[src/rtl/sdp_ram_pkg.sv]
// rtl/sdp_ram_pkg.sv - shared types and default geometry for the simple dual-port RAM
// Controller state enum and default DATA_W/ADDR_W/DEPTH constants.
package sdp_ram_pkg;

  typedef enum logic {
    CLEAR = 1'b0,
    READY = 1'b1
  } clr_state_t;

  localparam int DEF_DATA_W = 32;
  localparam int DEF_ADDR_W = 7;
  localparam int DEF_DEPTH  = 128;

endpackage

[src/rtl/sdp_ram_clear_fsm.sv]
// rtl/sdp_ram_clear_fsm.sv - post-reset memory clear sequencer
// Walks addresses 0..DEPTH-1 once after reset, then parks in READY.
module sdp_ram_clear_fsm
  import sdp_ram_pkg::*;
#(
  parameter int ADDR_W = DEF_ADDR_W,
  parameter int DEPTH  = DEF_DEPTH
) (
  input  logic              clk,
  input  logic              rst,
  output logic              busy,
  output logic              clr_we,
  output logic [ADDR_W-1:0] clr_addr
);

  localparam logic [ADDR_W-1:0] LAST_ADDR = ADDR_W'(DEPTH - 1);

  clr_state_t state;

  always_ff @(posedge clk) begin
    if (rst) begin
      state    <= CLEAR;
      clr_addr <= '0;
      busy     <= 1'b1;
      clr_we   <= 1'b1;
    end else begin
      case (state)
        CLEAR: begin
          // Leaving on the cycle that writes the last word keeps CLEAR exactly DEPTH cycles long.
          if (clr_addr == LAST_ADDR) begin
            state    <= READY;
            clr_addr <= '0;
            busy     <= 1'b0;
            clr_we   <= 1'b0;
          end else begin
            clr_addr <= clr_addr + 1'b1;
          end
        end
        READY: begin
          busy   <= 1'b0;
          clr_we <= 1'b0;
        end
      endcase
    end
  end

endmodule

[src/rtl/param_sdp_ram.sv]
// rtl/param_sdp_ram.sv - simple dual-port RAM with byte enables, write-first bypass and self-clear
// Optional SDP_RAM_OUT_REG_EN adds an output register stage (read latency 2 instead of 1).
module param_sdp_ram
  import sdp_ram_pkg::*;
#(
  parameter int DATA_W = DEF_DATA_W,
  parameter int ADDR_W = DEF_ADDR_W,
  parameter int DEPTH  = DEF_DEPTH
) (
  input  logic                clk_i,
  input  logic                rst_i,
  input  logic                wr_en_i,
  input  logic [ADDR_W-1:0]   wr_addr_i,
  input  logic [DATA_W-1:0]   wr_data_i,
  input  logic [DATA_W/8-1:0] wr_be_i,
  input  logic                rd_en_i,
  input  logic [ADDR_W-1:0]   rd_addr_i,
  output logic [DATA_W-1:0]   rd_data_o,
  output logic                rd_valid_o,
  output logic                init_busy_o
);

  localparam int BE_W = DATA_W / 8;
  localparam logic [ADDR_W:0] DEPTH_LIM = (ADDR_W + 1)'(DEPTH);

  logic              busy;
  logic              clr_we;
  logic [ADDR_W-1:0] clr_addr;

  sdp_ram_clear_fsm #(
    .ADDR_W (ADDR_W),
    .DEPTH  (DEPTH)
  ) u_clear_fsm (
    .clk      (clk_i),
    .rst      (rst_i),
    .busy     (busy),
    .clr_we   (clr_we),
    .clr_addr (clr_addr)
  );

  assign init_busy_o = busy;

  logic wr_in_range;
  logic rd_in_range;
  logic wr_ok;
  logic rd_ok;
  logic wr_hit;

  assign wr_in_range = ({1'b0, wr_addr_i} < DEPTH_LIM);
  assign rd_in_range = ({1'b0, rd_addr_i} < DEPTH_LIM);
  assign wr_ok       = wr_en_i & ~busy & wr_in_range;
  assign rd_ok       = rd_en_i & ~busy;
  assign wr_hit      = wr_ok & (wr_addr_i == rd_addr_i);

  logic [DATA_W-1:0] mem [DEPTH];
  logic [DATA_W-1:0] old_word;
  logic [DATA_W-1:0] rd_word;

  assign old_word = rd_in_range ? mem[rd_addr_i] : '0;

  // Write-first: lanes being written this cycle bypass the array.
  always_comb begin
    rd_word = old_word;
    if (wr_hit) begin
      for (int i = 0; i < BE_W; i++) begin
        if (wr_be_i[i]) rd_word[8*i +: 8] = wr_data_i[8*i +: 8];
      end
    end
  end

  always_ff @(posedge clk_i) begin
    if (!rst_i) begin
      if (clr_we) begin
        mem[clr_addr] <= '0;
      end else if (wr_ok) begin
        for (int i = 0; i < BE_W; i++) begin
          if (wr_be_i[i]) mem[wr_addr_i][8*i +: 8] <= wr_data_i[8*i +: 8];
        end
      end
    end
  end

  logic [DATA_W-1:0] rd_data_q;
  logic              rd_valid_q;

  always_ff @(posedge clk_i) begin
    if (rst_i) begin
      rd_data_q  <= '0;
      rd_valid_q <= 1'b0;
    end else begin
      rd_valid_q <= rd_ok;
      if (rd_ok) rd_data_q <= rd_word;
    end
  end

`ifdef SDP_RAM_OUT_REG_EN
  logic [DATA_W-1:0] rd_data_q2;
  logic              rd_valid_q2;

  always_ff @(posedge clk_i) begin
    if (rst_i) begin
      rd_data_q2  <= '0;
      rd_valid_q2 <= 1'b0;
    end else begin
      rd_valid_q2 <= rd_valid_q;
      if (rd_valid_q) rd_data_q2 <= rd_data_q;
    end
  end

  assign rd_data_o  = rd_data_q2;
  assign rd_valid_o = rd_valid_q2;
`else
  assign rd_data_o  = rd_data_q;
  assign rd_valid_o = rd_valid_q;
`endif

endmodule

[config.mk]
export PLATFORM = sky130hd
export DESIGN_NAME = param_sdp_ram
export DESIGN_NICKNAME = d
export VERILOG_FILES = /design/src/rtl/sdp_ram_pkg.sv /design/src/rtl/sdp_ram_clear_fsm.sv /design/src/rtl/param_sdp_ram.sv
export SDC_FILE = /design/constraint.sdc
export NUM_CORES = 2
export LEC_CHECK = 0
export ABC_AREA = 0
export BUFFER_PORTS_ARGS = -buffer_cell sky130_fd_sc_hd__buf_2
export CORE_ASPECT_RATIO = 1.5
export CORE_UTILIZATION = 50
export DETAILED_ROUTE_END_ITERATION = 10
export PLACE_DENSITY = 0.66
export SLEW_MARGIN = 20
export SYNTH_ARGS = -nofsm -noshare
export SYNTH_HDL_FRONTEND = slang
export SYNTH_SLANG_ARGS = --single-unit
[constraint.sdc]
create_clock -name clk_i -period 11.5 [get_ports clk_i]
set_input_delay 0 -clock clk_i [delete_from_list [all_inputs] [get_ports clk_i]]
set_output_delay 0 -clock clk_i [all_outputs]
set_load 0.02 [all_outputs]
==> key figures <==
Global route
  • Grt ovf: 0
  • First-pass GRT wire length: roughly 600 mm
  • Largest net degree at the start of global routing: between 100 and 150
  • Vias in the first global route: approximately 82k
  • Gr usage total: roughly a quarter
  • Initial antenna violation count: 22

Synth
  • Mean Syn Cell Area: 20.10 um^2
  • Mapped Area: 161,000 um^2
  • Async set-or-reset flop fraction in the synthesized netlist: 0%
  • Seq/Total Area, Yosys: 76.91%
  • Cells after Synth: 8,011
  • Post-synth cell types: between 50 and 60
  • Ys flop type: edfxtp_1
  • Syn nets: about 8.1k
  • Synth Register Bits: a little over 4k
  • Post-synth EDFFs: roughly 4.1k
  • Synth warn: 0

Setup path
  • Most used cell, CP: buf_4
  • Crit path arrival time: between 5000 and 6000 ps
  • Slowest-stage cell, CP: a21oi_4
  • CP endpoint kind: flop
  • CP cell instances: nor4b_4, buf_4, buf_4, nor4b_1, a21oi_4, nand2b_2, nor2_1
  • Startpoint class of the critical path: flop
  • Slowest cell delay on critical path: just over 800 ps
  • Crit Path Category: reg2reg
  • Critical Path RT: roughly 12,000 ps
  • Max FO, Critical Path: 42
  • R2R cell count: 7

Clock network
  • CTS-repair resized insts: 0
  • H-tree depth: 5
  • Clk pin slew, worst setup/hold paths: approximately 70 ps
  • CTS tree: built
  • Number of buffers created by CTS: around 360
  • Clk_lat worst skew: ~890 ps
  • CTS Buffer Depth: 4
  • CTS root buf: clkbuf_16
  • Clock sink total: roughly 4.1k

Cells and area
  • Non-Filler Instances: between 10k and 15k
  • Commonest non-fill, non-tap cell in the layout: edfxtp_1
  • Area grow syn2layout: 10.32%
  • Most frequent cells in the layout: edfxtp_1, mux4_2, nor2_1, mux2i_1, clkbuf_16
  • Nets: slightly above 8k
  • Share of cells above drive strength 1: 20.39%

Timing
  • # setup viols final: 0
  • Fin crit share: 40.53%
  • Tmin final: 4660 ps
  • Fin. max-slew vios: 0
  • Fin Setup TNS: 0 ps
  • Final hold vios: 0
  • Slew @ Worst Pin: 1212 ps
  • Slew headroom: between 10% and 20%
  • Clock skew: 34.01 ps
  • RSZ-0062 raised after global routing: false
  • Max Fclk: around 210 MHz

Floorplanning
  • Die area: around 320,000 um^2
  • Die height: 697.0 um
  • Die Span X: around 470 um
  • Initial Util: 50.36%
  • Core Region: between 300,000 and 400,000 um^2
  • # IOs: 88
  • Row count: ~250

Routing
  • Pre-antenna DRT Iters: 6
  • Via count: 80.92k
  • Routed Antenna Nets: 0
  • WL/cell: between 30 and 40 um
  • Routed WL: 423.6 mm
  • DR iter-0 viols: ~9.2k
  • DRC: 0
  • Vias per cell: around 6.4

Hold path
  • Hold path depth: 4
  • Hold Path Class: in2reg

Placement
  • Routability Congestion: 0.8516
  • IO buf count: just under 90
  • Detailed Place HPWL: around 260 mm
  • Inst Count DP: 11.94k

Flow run
  • Max-Cap Viols: 0

Power
  • Power per cell area: around 160 nW/um^2
  • Leak: between 60 and 70 nW
  • Worst VDD drop: 0.0001291 V

Outcome
  • Status: complete, no violations
where the power goes:
group          switching, mW  total [mW]  internal [mW]
combinational          0.722        1.13          0.413
clock                   5.33        11.8           6.46
sequential           0.00737        16.3           16.3
total                   6.05        29.3           23.2
layout make-up:
type	instances	area, um^2
clock inverter	186	1479
clock buffer	451	9625
fill	23880	142100
tap	4224	5285
sequential	4138	123800
timing repair buffer	286	2207
antenna	11	27.53
multi-input combinational	3335	35150
inverter	5	26.28
timing repair:
| action | in CTS | in global routing |
|---|---|---|
| endpoints found under the hold margin | 1733 | 0 |
| hold buffers | 45 | 0 |
| buffers inserted | 0 | 0 |
routing by layer:
| metal | routed length (um) | global-route usage (%) | vias to the layer above |
|---|---|---|---|
| met5 | 68 | 0 | - |
| met4 | 18110 | 10.23 | 10 |
| met3 | 33190 | 4.320 | 792 |
| met2 | 216900 | 44.14 | 3916 |
| met1 | 155400 | 33.22 | 42970 |
| li1 | - | - | 33230 |
flip-flops by register name, indices dropped and copies added (netlist names):
name,flops
rd_data_o,32
mem,4096
u_clear_fsm.clr_addr,7
rd_valid_o,1
u_clear_fsm.busy,1
u_clear_fsm.state,1
kinds of logic after synthesis:
group / after synthesis / synth area share [%]
buf+inv: 538 / 1.627
flops: 4138 / 76.91
fa+ha+maj: 1 / 0.007769
compound gates: 948 / 4.104
simple gates: 1000 / 2.582
xor+xnor: 12 / 0.06527
mux: 1374 / 14.70
Yosys cell counts (8+ instances only):
| cell | instances | area share (%) |
|---|---|---|
| a211oi_1 | 31 | 0.14 |
| a21oi_1 | 152 | 0.47 |
| buf_4 | 60 | 0.28 |
| nand2_1 | 292 | 0.68 |
| a211o_1 | 27 | 0.15 |
| a311oi_1 | 54 | 0.29 |
| mux4_2 | 782 | 11 |
| nand4_1 | 11 | 0.043 |
| xnor2_1 | 8 | 0.044 |
| dfxtp_1 | 42 | 0.52 |
| buf_1 | 33 | 0.077 |
| buf_2 | 167 | 0.52 |
| mux2i_1 | 481 | 3.0 |
| clkbuf_1 | 250 | 0.58 |
| nor2_1 | 548 | 1.3 |
| nand2b_1 | 39 | 0.15 |
| a221o_1 | 31 | 0.19 |
| mux2_2 | 111 | 0.78 |
| nand3_1 | 19 | 0.059 |
| nor3_1 | 16 | 0.050 |
| nor4_1 | 9 | 0.035 |
| a31oi_1 | 14 | 0.054 |
| nor2b_1 | 10 | 0.039 |
| o221ai_1 | 28 | 0.15 |
| o21ai_0 | 150 | 0.47 |
| a22oi_1 | 253 | 1.2 |
| o22ai_1 | 81 | 0.31 |
| a22o_1 | 35 | 0.19 |
| a221oi_1 | 66 | 0.36 |
| edfxtp_1 | 4096 | 76 |
| buf_6 | 22 | 0.15 |
| and2_1 | 42 | 0.16 |
path summary, 6_finish.rpt:
path,start,endpoint,slack [ps]
worst max register to register,u_clear_fsm.busy,mem[84][19],6840
worst min-delay path,rd_addr_i[3],rd_data_o[30],80
worst min register to register,rd_data_o[27],rd_data_o[27],480
worst max-delay path,u_clear_fsm.busy,mem[84][19],6840
critical path: cells and delay by family, from the launching register on:
family | cells | cell delay [ps]
flip-flops | 1 | 420
buffers and inverters | 2 | 1240
AND/OR/NAND/NOR | 4 | 1720
AO/OA/AOI/OAI | 1 | 830
stage by stage:
| step | worst slack (ps) | total power, mW | hold WS, ps | utilization [%] | instance area (um^2) |
|---|---|---|---|---|---|
| detailed placement | 6809 | 17.79 | 365.3 | 51.93 | 166000 |
| global route | 6780 | 29.88 | 53.13 | 55.56 | 177600 |
| global placement | 6777 | 17.78 | 360.7 | 51.93 | 166000 |
| floorplan | 7545 | 17.38 | 196.1 | - | 161000 |
| CTS | 6987 | 29.36 | 6.861 | 55.55 | 177600 |
| finish | 6840 | 29.26 | 83.42 | 55.56 | 177600 |
Power figures use the tool's default switching activity.
